===== config.mk =====
export PLATFORM = sky130hd
export DESIGN_NAME = rgb2hsv_stream
export DESIGN_NICKNAME = d
export VERILOG_FILES = /design/src/rtl/hsv_pkg.sv /design/src/rtl/div_pipe.sv /design/src/rtl/rgb2hsv_stream.sv
export SDC_FILE = /design/constraint.sdc
export NUM_CORES = 1
export LEC_CHECK = 0
export CELL_PAD_IN_SITES_DETAIL_PLACEMENT = 0
export CELL_PAD_IN_SITES_GLOBAL_PLACEMENT = 1
export CORE_ASPECT_RATIO = 0.6
export CORE_UTILIZATION = 40
export DETAILED_ROUTE_END_ITERATION = 6
export PLACE_DENSITY_LB_ADDON = 0.1
export SYNTH_ARGS = -nofsm -noshare
export SYNTH_HDL_FRONTEND = slang
export SYNTH_SLANG_ARGS = --single-unit

===== constraint.sdc =====
create_clock -name clock -period 20.8 [get_ports clock]
set_input_delay 6.24 -clock clock [delete_from_list [all_inputs] [get_ports clock]]
set_output_delay 6.24 -clock clock [all_outputs]
set_load 0.05 [all_outputs]

===== src/rtl/hsv_pkg.sv =====
// Shared definitions for the RGB to HSV stream converter.
// Holds the hue sector encoding, the hue offset helpers and the pipeline
// latency helper, all as functions of the channel width.
package hsv_pkg;

    // Sector = which channel supplied the maximum (R beats G beats B on ties)
    typedef enum logic [1:0] {
        SEC_R = 2'd0,
        SEC_G = 2'd1,
        SEC_B = 2'd2
    } sector_e;

    // Hue offset of the green sector: one third of full scale
    function automatic int unsigned off_g(input int unsigned cw);
        return ((32'd1 << cw) - 32'd1) / 32'd3;
    endfunction

    // Hue offset of the blue sector: two thirds of full scale
    function automatic int unsigned off_b(input int unsigned cw);
        return 32'd2 * off_g(cw);
    endfunction

    // Enabled edges from input sample to registered result
    function automatic int unsigned lat(input int unsigned cw);
        return cw + 32'd3;
    endfunction

endpackage


===== src/rtl/div_pipe.sv =====
// Pipelined restoring divider, one quotient bit resolved per stage.
// The caller guarantees that num/den fits in QW bits. With den=0 the
// quotient saturates to all ones; callers mask that case themselves.
// Ports:
//   clk_i  clock
//   ce_i   advance enable, low freezes every stage
//   num_i  numerator (NW bits)
//   den_i  divisor (DW bits)
//   quo_o  floor(num/den), valid QW enabled edges after num_i/den_i
module div_pipe #(
    parameter int unsigned NW = 16,
    parameter int unsigned DW = 11,
    parameter int unsigned QW = 8
) (
    input  logic          clk_i,
    input  logic          ce_i,
    input  logic [NW-1:0] num_i,
    input  logic [DW-1:0] den_i,
    output logic [QW-1:0] quo_o
);

    localparam int unsigned TW = NW + DW + QW;

    // Remainder and divisor are only carried into stages that still need them
    logic [NW-1:0] rem_q [QW-1];
    logic [NW-1:0] rem_d [QW-1];
    logic [DW-1:0] den_q [QW-1];
    logic [DW-1:0] den_d [QW-1];
    logic [QW-1:0] quo_q [QW];
    logic [QW-1:0] quo_d [QW];

    // Does den shifted left by sh fit into the partial remainder?
    function automatic logic fits(input logic [NW-1:0] rem, input logic [DW-1:0] den,
                                  input int unsigned sh);
        return TW'(rem) >= (TW'(den) << sh);
    endfunction

    function automatic logic [NW-1:0] shl(input logic [DW-1:0] den, input int unsigned sh);
        return NW'(TW'(den) << sh);
    endfunction

    // Per-stage trial subtraction, MSB first
    always_comb begin
        rem_d = rem_q;
        den_d = den_q;
        quo_d = quo_q;

        den_d[0] = den_i;
        if (fits(num_i, den_i, QW - 1)) begin
            rem_d[0] = num_i - shl(den_i, QW - 1);
            quo_d[0] = QW'(1) << (QW - 1);
        end else begin
            rem_d[0] = num_i;
            quo_d[0] = '0;
        end

        for (int unsigned k = 1; k < QW - 1; k++) begin
            den_d[k] = den_q[k-1];
            if (fits(rem_q[k-1], den_q[k-1], QW - 1 - k)) begin
                rem_d[k] = rem_q[k-1] - shl(den_q[k-1], QW - 1 - k);
                quo_d[k] = quo_q[k-1] | (QW'(1) << (QW - 1 - k));
            end else begin
                rem_d[k] = rem_q[k-1];
                quo_d[k] = quo_q[k-1];
            end
        end

        quo_d[QW-1] = quo_q[QW-2] | QW'(fits(rem_q[QW-2], den_q[QW-2], 0));
    end

    // Stage registers, data only (valid tracking lives in the caller)
    always_ff @(posedge clk_i) begin
        if (ce_i) begin
            rem_q <= rem_d;
            den_q <= den_d;
            quo_q <= quo_d;
        end
    end

    assign quo_o = quo_q[QW-1];

endmodule


===== src/rtl/rgb2hsv_stream.sv =====
// Streaming RGB to HSV converter, one pixel per enabled cycle, fixed latency
// of CW+3 enabled edges, no backpressure.
// Ports:
//   clock, reset       clock and synchronous active-high reset
//   ce                 pipeline advance enable, low freezes everything
//   in_valid,r,g,b     input pixel, in_user is its sideband tag
//   out_valid,h,s,v    result, grey flags max==min (h and s forced to 0)
//   out_user           tag of the same pixel
module rgb2hsv_stream
    import hsv_pkg::*;
#(
    parameter int unsigned CW = 8,
    parameter int unsigned UW = 1
) (
    input  logic          clock,
    input  logic          reset,
    input  logic          ce,
    input  logic          in_valid,
    input  logic [CW-1:0] r,
    input  logic [CW-1:0] g,
    input  logic [CW-1:0] b,
    input  logic [UW-1:0] in_user,
    output logic          out_valid,
    output logic [CW-1:0] h,
    output logic [CW-1:0] s,
    output logic [CW-1:0] v,
    output logic          grey,
    output logic [UW-1:0] out_user
);

    localparam int unsigned NW = 2 * CW;
    localparam int unsigned DW = CW + 3;
    localparam int unsigned DS = lat(CW) - 3;
    localparam logic [NW-1:0] FULL_N  = NW'((32'd1 << CW) - 32'd1);
    localparam logic [CW-1:0] OFF_G_C = CW'(off_g(CW));
    localparam logic [CW-1:0] OFF_B_C = CW'(off_b(CW));

    // S1: input registers
    logic          s1_vld_q;
    logic [CW-1:0] s1_r_q, s1_g_q, s1_b_q;
    logic [UW-1:0] s1_usr_q;

    always_ff @(posedge clock) begin
        if (reset)   s1_vld_q <= 1'b0;
        else if (ce) s1_vld_q <= in_valid;
    end

    always_ff @(posedge clock) begin
        if (ce) begin
            s1_r_q   <= r;
            s1_g_q   <= g;
            s1_b_q   <= b;
            s1_usr_q <= in_user;
        end
    end

    // S2: max (with sector) and min
    sector_e       s2_sec_d, s2_sec_q;
    logic [CW-1:0] s2_max_d, s2_min_d, s2_max_q, s2_min_q;
    logic [CW-1:0] s2_r_q, s2_g_q, s2_b_q;
    logic          s2_vld_q;
    logic [UW-1:0] s2_usr_q;

    always_comb begin
        s2_sec_d = SEC_B;
        s2_max_d = s1_b_q;
        if (s1_r_q >= s1_g_q && s1_r_q >= s1_b_q) begin
            s2_sec_d = SEC_R;
            s2_max_d = s1_r_q;
        end else if (s1_g_q >= s1_b_q) begin
            s2_sec_d = SEC_G;
            s2_max_d = s1_g_q;
        end
        s2_min_d = s1_r_q;
        if (s1_g_q < s2_min_d) s2_min_d = s1_g_q;
        if (s1_b_q < s2_min_d) s2_min_d = s1_b_q;
    end

    always_ff @(posedge clock) begin
        if (reset)   s2_vld_q <= 1'b0;
        else if (ce) s2_vld_q <= s1_vld_q;
    end

    always_ff @(posedge clock) begin
        if (ce) begin
            s2_sec_q <= s2_sec_d;
            s2_max_q <= s2_max_d;
            s2_min_q <= s2_min_d;
            s2_r_q   <= s1_r_q;
            s2_g_q   <= s1_g_q;
            s2_b_q   <= s1_b_q;
            s2_usr_q <= s1_usr_q;
        end
    end

    // S3: delta, signed hue difference, divider operands
    logic [CW-1:0] s3_delta_d, s3_abs_d;
    logic [CW:0]   s3_diff_d;
    logic          s3_neg_d;

    always_comb begin
        s3_delta_d = s2_max_q - s2_min_q;
        case (s2_sec_q)
            SEC_R:   s3_diff_d = {1'b0, s2_g_q} - {1'b0, s2_b_q};
            SEC_G:   s3_diff_d = {1'b0, s2_b_q} - {1'b0, s2_r_q};
            default: s3_diff_d = {1'b0, s2_r_q} - {1'b0, s2_g_q};
        endcase
        s3_neg_d = s3_diff_d[CW];
        s3_abs_d = s3_neg_d ? CW'(-s3_diff_d) : s3_diff_d[CW-1:0];
    end

    logic          s3_vld_q, s3_neg_q, s3_grey_q;
    sector_e       s3_sec_q;
    logic [CW-1:0] s3_v_q;
    logic [UW-1:0] s3_usr_q;
    logic [NW-1:0] s3_num_h_q, s3_num_s_q;
    logic [DW-1:0] s3_den_h_q;
    logic [CW-1:0] s3_den_s_q;

    always_ff @(posedge clock) begin
        if (reset)   s3_vld_q <= 1'b0;
        else if (ce) s3_vld_q <= s2_vld_q;
    end

    always_ff @(posedge clock) begin
        if (ce) begin
            s3_sec_q   <= s2_sec_q;
            s3_neg_q   <= s3_neg_d;
            s3_grey_q  <= (s3_delta_d == '0);
            s3_v_q     <= s2_max_q;
            s3_usr_q   <= s2_usr_q;
            s3_num_h_q <= NW'(s3_abs_d) * FULL_N;
            s3_den_h_q <= DW'(s3_delta_d) * DW'(3'd6);
            s3_num_s_q <= NW'(s3_delta_d) * FULL_N;
            s3_den_s_q <= s2_max_q;
        end
    end

    // S4..S(CW+3): dividers
    logic [DS-1:0] q_h, q_s;

    div_pipe #(.NW(NW), .DW(DW), .QW(DS)) u_div_hue (
        .clk_i (clock),
        .ce_i  (ce),
        .num_i (s3_num_h_q),
        .den_i (s3_den_h_q),
        .quo_o (q_h)
    );

    div_pipe #(.NW(NW), .DW(CW), .QW(DS)) u_div_sat (
        .clk_i (clock),
        .ce_i  (ce),
        .num_i (s3_num_s_q),
        .den_i (s3_den_s_q),
        .quo_o (q_s)
    );

    // Sideband delay line matching the divider depth
    logic [DS-1:0] dv_vld_q, dv_neg_q, dv_grey_q;
    sector_e       dv_sec_q [DS];
    logic [CW-1:0] dv_v_q   [DS];
    logic [UW-1:0] dv_usr_q [DS];

    always_ff @(posedge clock) begin
        if (reset)   dv_vld_q <= '0;
        else if (ce) dv_vld_q <= {dv_vld_q[DS-2:0], s3_vld_q};
    end

    always_ff @(posedge clock) begin
        if (ce) begin
            dv_neg_q    <= {dv_neg_q[DS-2:0], s3_neg_q};
            dv_grey_q   <= {dv_grey_q[DS-2:0], s3_grey_q};
            dv_sec_q[0] <= s3_sec_q;
            dv_v_q[0]   <= s3_v_q;
            dv_usr_q[0] <= s3_usr_q;
            for (int unsigned i = 1; i < DS; i++) begin
                dv_sec_q[i] <= dv_sec_q[i-1];
                dv_v_q[i]   <= dv_v_q[i-1];
                dv_usr_q[i] <= dv_usr_q[i-1];
            end
        end
    end

    // Output stage: sector offset plus/minus quotient, wrapping mod 2^CW
    logic [CW-1:0] off_d, h_d, s_d;

    always_comb begin
        off_d = '0;
        h_d   = '0;
        s_d   = '0;
        case (dv_sec_q[DS-1])
            SEC_G:   off_d = OFF_G_C;
            SEC_B:   off_d = OFF_B_C;
            default: off_d = '0;
        endcase
        if (!dv_grey_q[DS-1]) begin
            h_d = dv_neg_q[DS-1] ? off_d - CW'(q_h) : off_d + CW'(q_h);
            s_d = CW'(q_s);
        end
    end

    // Payload only loads with a valid result so it holds between results
    always_ff @(posedge clock) begin
        if (reset) begin
            out_valid <= 1'b0;
            h         <= '0;
            s         <= '0;
            v         <= '0;
            grey      <= 1'b0;
            out_user  <= '0;
        end else if (ce) begin
            out_valid <= dv_vld_q[DS-1];
            if (dv_vld_q[DS-1]) begin
                h        <= h_d;
                s        <= s_d;
                v        <= dv_v_q[DS-1];
                grey     <= dv_grey_q[DS-1];
                out_user <= dv_usr_q[DS-1];
            end
        end
    end

endmodule


==> flow_metrics.env, run 1 <==
export IMPL_status="finished, final reports clean"
export IMPL_synth_cells=2728
export IMPL_grt_ovfl_total=0
export IMPL_slowest_delay_ps=940
export IMPL_r2r_slack_ps=13160
export IMPL_ys_seq_area_share_pct=54.4
export IMPL_ant_nets=0
export IMPL_r2r_cells=25
export IMPL_ctsHoldBuffers=0
export IMPL_cp_num_buf_inv=4
export IMPL_die_area_sq_um=84400
export IMPL_chipWidth_microns=374
export IMPL_clk_latency_ps=660
export IMPL_setup_tns_final_ps=0
export IMPL_drc=0
export IMPL_cts_resized=0
export IMPL_grt_pass1_wl_microns=108000
export IMPL_grt_antenna_before_repair=0
export IMPL_min_period_over_period_pct=43.5
export IMPL_clockBufferDepth=3
export IMPL_ys_flop_type="edfxtp_1"
export IMPL_ys_seq_elements=616
export IMPL_timing_hold_violations_final=0
export IMPL_synth_nets=3124
export IMPL_grt_max_degree=169
export IMPL_rsz0062_at_grt="no"
export IMPL_worst_setup_path_start_kind="input port"
export IMPL_async_flop_share_pct=0
export IMPL_crit_slowest_cell="buf_4"
export IMPL_dp_hpwl_microns=50400
export IMPL_worstPathArrival_ps=9320
export IMPL_io_buffers=55
export IMPL_antennaDiodeCount=0
export IMPL_cap_violations=0
export IMPL_relSlewSlack_pct=20.1
export IMPL_gp_congestion=0.843
export IMPL_via_per_inst=4.94
export IMPL_syn_cell_area_sq_um=33300
export IMPL_row_count=81
export IMPL_critPathCaptureType="flip-flop"
export IMPL_area_delta_synth_final_pct=11.8
export IMPL_worst_pin_slew_ps=1200
export IMPL_crit_path_frequent_cell="buf_4"
export IMPL_slew_violations=0
export IMPL_start_util_pct=40.6
export IMPL_setup_slack_ps=11740
export IMPL_dr_total_vias=19565
export IMPL_clk_pin_slew_ps=60
export IMPL_crit_family="buffers and inverters"
export IMPL_yosysWarnings=0
export IMPL_firstDrtPassIters=5
export IMPL_cp_depth=4
export IMPL_max_freq_ghz=0.110
export IMPL_cp_max_fo=168
export IMPL_root_buffer="clkbuf_16"
export IMPL_min_path_cells=0
export IMPL_min_period_ps=9060
export IMPL_filler_cell_count=7328
export IMPL_post_cts_buffers=0
export IMPL_setup_viol=0
export IMPL_place_ws_ps=11050
export IMPL_core_area_sq_um=81900
export IMPL_clock_skew_final_ps=43.6
export IMPL_wl_per_cell_microns=16.8
export IMPL_track_usage_pct=16.0
export IMPL_path_cells="buf_8, buf_4, buf_12, buf_4"
export IMPL_yosys_top_cells_area="edfxtp_1 (52%), ha_1 (11%), inv_1 (4.4%)"
export IMPL_ys_types=76
export IMPL_cts_sinks=616
export IMPL_cp_required_ps=21070
export IMPL_synth_top_area_share_pct=52.2
export IMPL_numCtsBuffers=59
export IMPL_wl_microns=66600
export IMPL_cts_tree="yes"
export IMPL_hold_class="reg -> reg"
export IMPL_final_core_util_pct=45.4
export IMPL_drtIter0Drc=1124
export IMPL_io_pins=56
export IMPL_yosys_area_top_type="edfxtp_1"
export IMPL_crit_type="in -> reg"
export IMPL_dieHeight_microns=225
export IMPL_ctsHtreeMaxLevel=2
export IMPL_synth_edf_count=578
export IMPL_finalNetCount=3223
export IMPL_grt_pass1_vias=19782
export IMPL_syn_avg_cell_area_sq_um=12.2
export IMPL_drive_gt1_share_pct=6.22
[logic make-up after synthesis]
family | Yosys count | share of synthesized area, %
XOR/XNOR | 162 | 4.41
AO/OA/AOI/OAI | 471 | 8.86
buffers and inverters | 424 | 4.80
adder cells (fa/ha/maj) | 367 | 15.4
multiplexers | 102 | 3.21
flip-flops | 616 | 54.4
AND/OR/NAND/NOR | 586 | 8.82
[synthesized netlist by cell type, types with 3 or more instances]
| cell | instances |
|---|---|
| a2111oi_0 | 5 |
| a211o_1 | 4 |
| a211oi_1 | 11 |
| a21boi_0 | 28 |
| a21o_1 | 61 |
| a21oi_1 | 142 |
| a22oi_1 | 4 |
| a311oi_1 | 3 |
| a31oi_1 | 15 |
| and2_1 | 6 |
| and3_1 | 7 |
| and4_1 | 7 |
| and4b_1 | 4 |
| buf_1 | 5 |
| buf_2 | 5 |
| clkbuf_1 | 23 |
| dfxtp_1 | 38 |
| edfxtp_1 | 578 |
| fa_1 | 73 |
| ha_1 | 294 |
| inv_1 | 391 |
| mux2_2 | 38 |
| mux2i_1 | 64 |
| nand2_1 | 135 |
| nand2b_1 | 41 |
| nand3_1 | 15 |
| nand3b_1 | 15 |
| nand4_1 | 21 |
| nand4b_1 | 8 |
| nor2_1 | 179 |
| nor2b_1 | 42 |
| nor3_1 | 44 |
| nor4_1 | 18 |
| nor4b_1 | 4 |
| o2111ai_1 | 6 |
| o21a_1 | 14 |
| o21ai_0 | 119 |
| o21bai_1 | 12 |
| o22ai_1 | 5 |
| o31ai_1 | 15 |
| or2_2 | 11 |
| or3_1 | 17 |
| xnor2_1 | 95 |
| xor2_1 | 62 |
[state kept, by name, indices dropped and copies added, names as in the netlist, 16 cells and up]
| register | count |
|---|---|
| s3_num_s_q | 16 |
| u_div_sat.quo_q | 28 |
| dv_v_q | 40 |
| u_div_hue.rem_q | 112 |
| s3_num_h_q | 16 |
| u_div_sat.den_d | 16 |
| u_div_hue.den_d | 48 |
| u_div_hue.quo_q | 28 |
| u_div_sat.rem_q | 112 |
| dv_sec_q | 16 |
[per-stage QoR]
stage | hold slack, ps | cells | area, sq um
floorplan | 400 | 2728 | 33300
CTS | 376 | 3957 | 37200
global route | 387 | 3957 | 37200
detailed placement | 405 | 3845 | 35200
global placement | 401 | 3845 | 35200
finish | 396 | 3957 | 37200
[per-layer routing]
metal / GRT usage (%) / vias up / routed length, microns
met5: 0 / - / 0
met4: 3.86 / 0 / 1230
met3: 2.73 / 92 / 2590
met2: 23.8 / 296 / 27100
met1: 24.1 / 9274 / 35700
li1: - / 9903 / -
[final timing paths]
| kind | from | to |
|---|---|---|
| max reg2reg | s2_g_q[0] | s3_num_h_q[15] |
| min reg2reg | u_div_hue.quo_q[55] | u_div_hue.quo_q[47] |
| max | ce | u_div_hue.rem_q[13] |
| min | u_div_hue.quo_q[55] | u_div_hue.quo_q[47] |
[layout by cell type (no fill, tap or decap), types with 54 or more instances in the layout]
master,instances
edfxtp_1,578
inv_1,391
ha_1,294
nor2_1,179
a21oi_1,142
nand2_1,135
o21ai_0,119
xnor2_1,95
fa_1,73
mux2i_1,64
xor2_1,62
a21o_1,61
clkbuf_16,59
clkdlybuf4s50_1,54
[cell type report]
class                           count  area [sq um]  share of cell area, %
Tap cell                         1079          1350                   3.63
Inverter                          391          1470                   3.94
Timing Repair Buffer               71           688                   1.85
Clock buffer                       69          1510                   4.07
Multi-Input combinational cell   1688         13600                   36.5
Sequential cell                   616         18100                   48.7
Clock inverter                     43           488                   1.31
Power of run 1 is not shown: default switching activity piles up to over one toggle a cycle in this logic, so the estimate is an artifact.
==> inputs of run 2 (changes only) <==
Clock period 20.8 ns to 8.2 ns, I/O delays scaled along.
==> run 2 against run 1 <==
Compared with the run above: flip-flop and latch count unchanged; register-to-register slack worse by 12000 ps; die area unchanged; critical path type is now reg -> reg; global-route usage is 0.074 points lower; final cell count barely moved; setup slack worse by 11000 ps; first-iteration DRC count down 4.2%; cell area down 0.41%; wire length fell by 0.44%; sequential share of layout area increased by 0.20 points; worst hold slack gained 14 ps; count of clock-buffer cells in the layout decreased by 2.
==> flow_metrics.env, run 2 (synthesis results as in run 1) <==
export IMPL_ant_nets=0
export IMPL_die_area_sq_um=84400
export IMPL_post_cts_buffers=0
export IMPL_io_buffers=55
export IMPL_grt_pass1_vias=19636
export IMPL_ctsHtreeMaxLevel=2
export IMPL_min_period_over_period_pct=90.0
export IMPL_setup_tns_final_ps=0
export IMPL_grt_antenna_before_repair=1
export IMPL_cp_required_ps=8580
export IMPL_wl_met2_microns=27700
export IMPL_drive_gt1_share_pct=5.88
export IMPL_clockBufferDepth=3
export IMPL_final_core_util_pct=45.3
export IMPL_ctsHoldBuffers=0
export IMPL_worstPathArrival_ps=7760
export IMPL_core_area_sq_um=81900
export IMPL_dp_hpwl_microns=50400
export IMPL_status="finished, final reports clean"
export IMPL_min_period_ps=7380
export IMPL_grt_max_degree=169
export IMPL_wl_per_cell_microns=16.8
export IMPL_cts_tree="yes"
export IMPL_final_cell_mix="edfxtp_1 (578), inv_1 (391), ha_1 (294)"
export IMPL_dieHeight_microns=225
export IMPL_clk_pin_slew_ps=70
export IMPL_clock_skew_final_ps=15.5
export IMPL_wl_microns=66300
export IMPL_grt_pass1_wl_microns=107000
export IMPL_row_count=81
export IMPL_root_buffer="clkbuf_16"
export IMPL_gp_congestion=0.817
export IMPL_routed_top_layer="met4"
export IMPL_worst_setup_path_start_kind="flip-flop"
export IMPL_finalNetCount=3223
export IMPL_final_common_cell="edfxtp_1"
export IMPL_hold_class="reg -> reg"
export IMPL_track_usage_pct=15.9
export IMPL_antennaDiodeCount=0
export IMPL_start_util_pct=40.6
export IMPL_route_met3_wl_microns=2180
export IMPL_drtIter0Drc=1077
export IMPL_cts_sinks=616
export IMPL_chipWidth_microns=374
export IMPL_max_freq_ghz=0.135
export IMPL_via_per_inst=4.93
export IMPL_rsz0062_at_grt="no"
export IMPL_relSlewSlack_pct=27.0
export IMPL_setup_viol=0
export IMPL_area_delta_synth_final_pct=11.4
export IMPL_grt_ovfl_total=0
export IMPL_worst_pin_slew_ps=1090
export IMPL_clk_latency_ps=640
export IMPL_cap_violations=0
export IMPL_cp_max_fo=8
export IMPL_drc=0
export IMPL_firstDrtPassIters=5
export IMPL_cts_resized=0
export IMPL_dr_total_vias=19482
export IMPL_timing_hold_violations_final=0
export IMPL_crit_type="reg -> reg"
export IMPL_slew_violations=0
export IMPL_wl_met1_microns=35200
export IMPL_numCtsBuffers=58
export IMPL_critPathCaptureType="flip-flop"
export IMPL_io_pins=56
run 2: per-stage QoR:
| step | hold WS [ps] | area, sq um | setup slack (ps) | instances |
|---|---|---|---|---|
| after floorplan | 400 | 33300 | 1640 | 2728 |
| after global placement | 401 | 35200 | 1030 | 3846 |
| after detailed placement | 405 | 35200 | 864 | 3846 |
| after CTS | 408 | 37100 | 832 | 3954 |
| after global routing | 413 | 37100 | 343 | 3954 |
| final | 409 | 37100 | 818 | 3954 |
run 2: per-layer routing:
| layer | vias up | GRT usage (%) |
|---|---|---|
| met2 | 230 | 24.0 |
| met4 | 0 | 3.82 |
| met1 | 9270 | 23.9 |
| met3 | 85 | 2.48 |
| li1 | 9897 | - |
| met5 | - | 0 |
run 2: critical path, stage by stage (launching register included):
cell	delay [ps]
edfxtp_1	360
inv_1	50
ha_1	210
fa_1	400
nand2b_1	180
a21oi_1	380
o32ai_2	170
nor4b_4	550
or2_2	220
xor2_1	430
inv_1	180
fa_1	560
fa_1	530
inv_1	60
fa_1	530
inv_1	50
fa_1	520
inv_1	40
ha_1	310
a21boi_0	140
o21ai_0	180
nand2b_1	120
a21o_1	220
a41o_1	260
o41a_1	320
xnor2_1	140
run 2: final cells by class:
type / instances / area, sq um
clock inverter: 41 / 310
fill: 7314 / 44800
sequential: 616 / 18100
clock buffer: 67 / 1510
multi-input combinational: 1688 / 13600
tap: 1079 / 1350
timing repair buffer: 72 / 721
inverter: 391 / 1470
run 2: path summary, 6_finish.rpt:
check,start,endpoint,slack (ps),cells past startpoint
max,s2_g_q[0],s3_num_h_q[15],820,25
min,dv_neg_q[3],dv_neg_q[4],410,0
max reg2reg,s2_g_q[0],s3_num_h_q[15],820,25
min reg2reg,dv_neg_q[3],dv_neg_q[4],410,0
Power of run 2 is left out for the same reason.
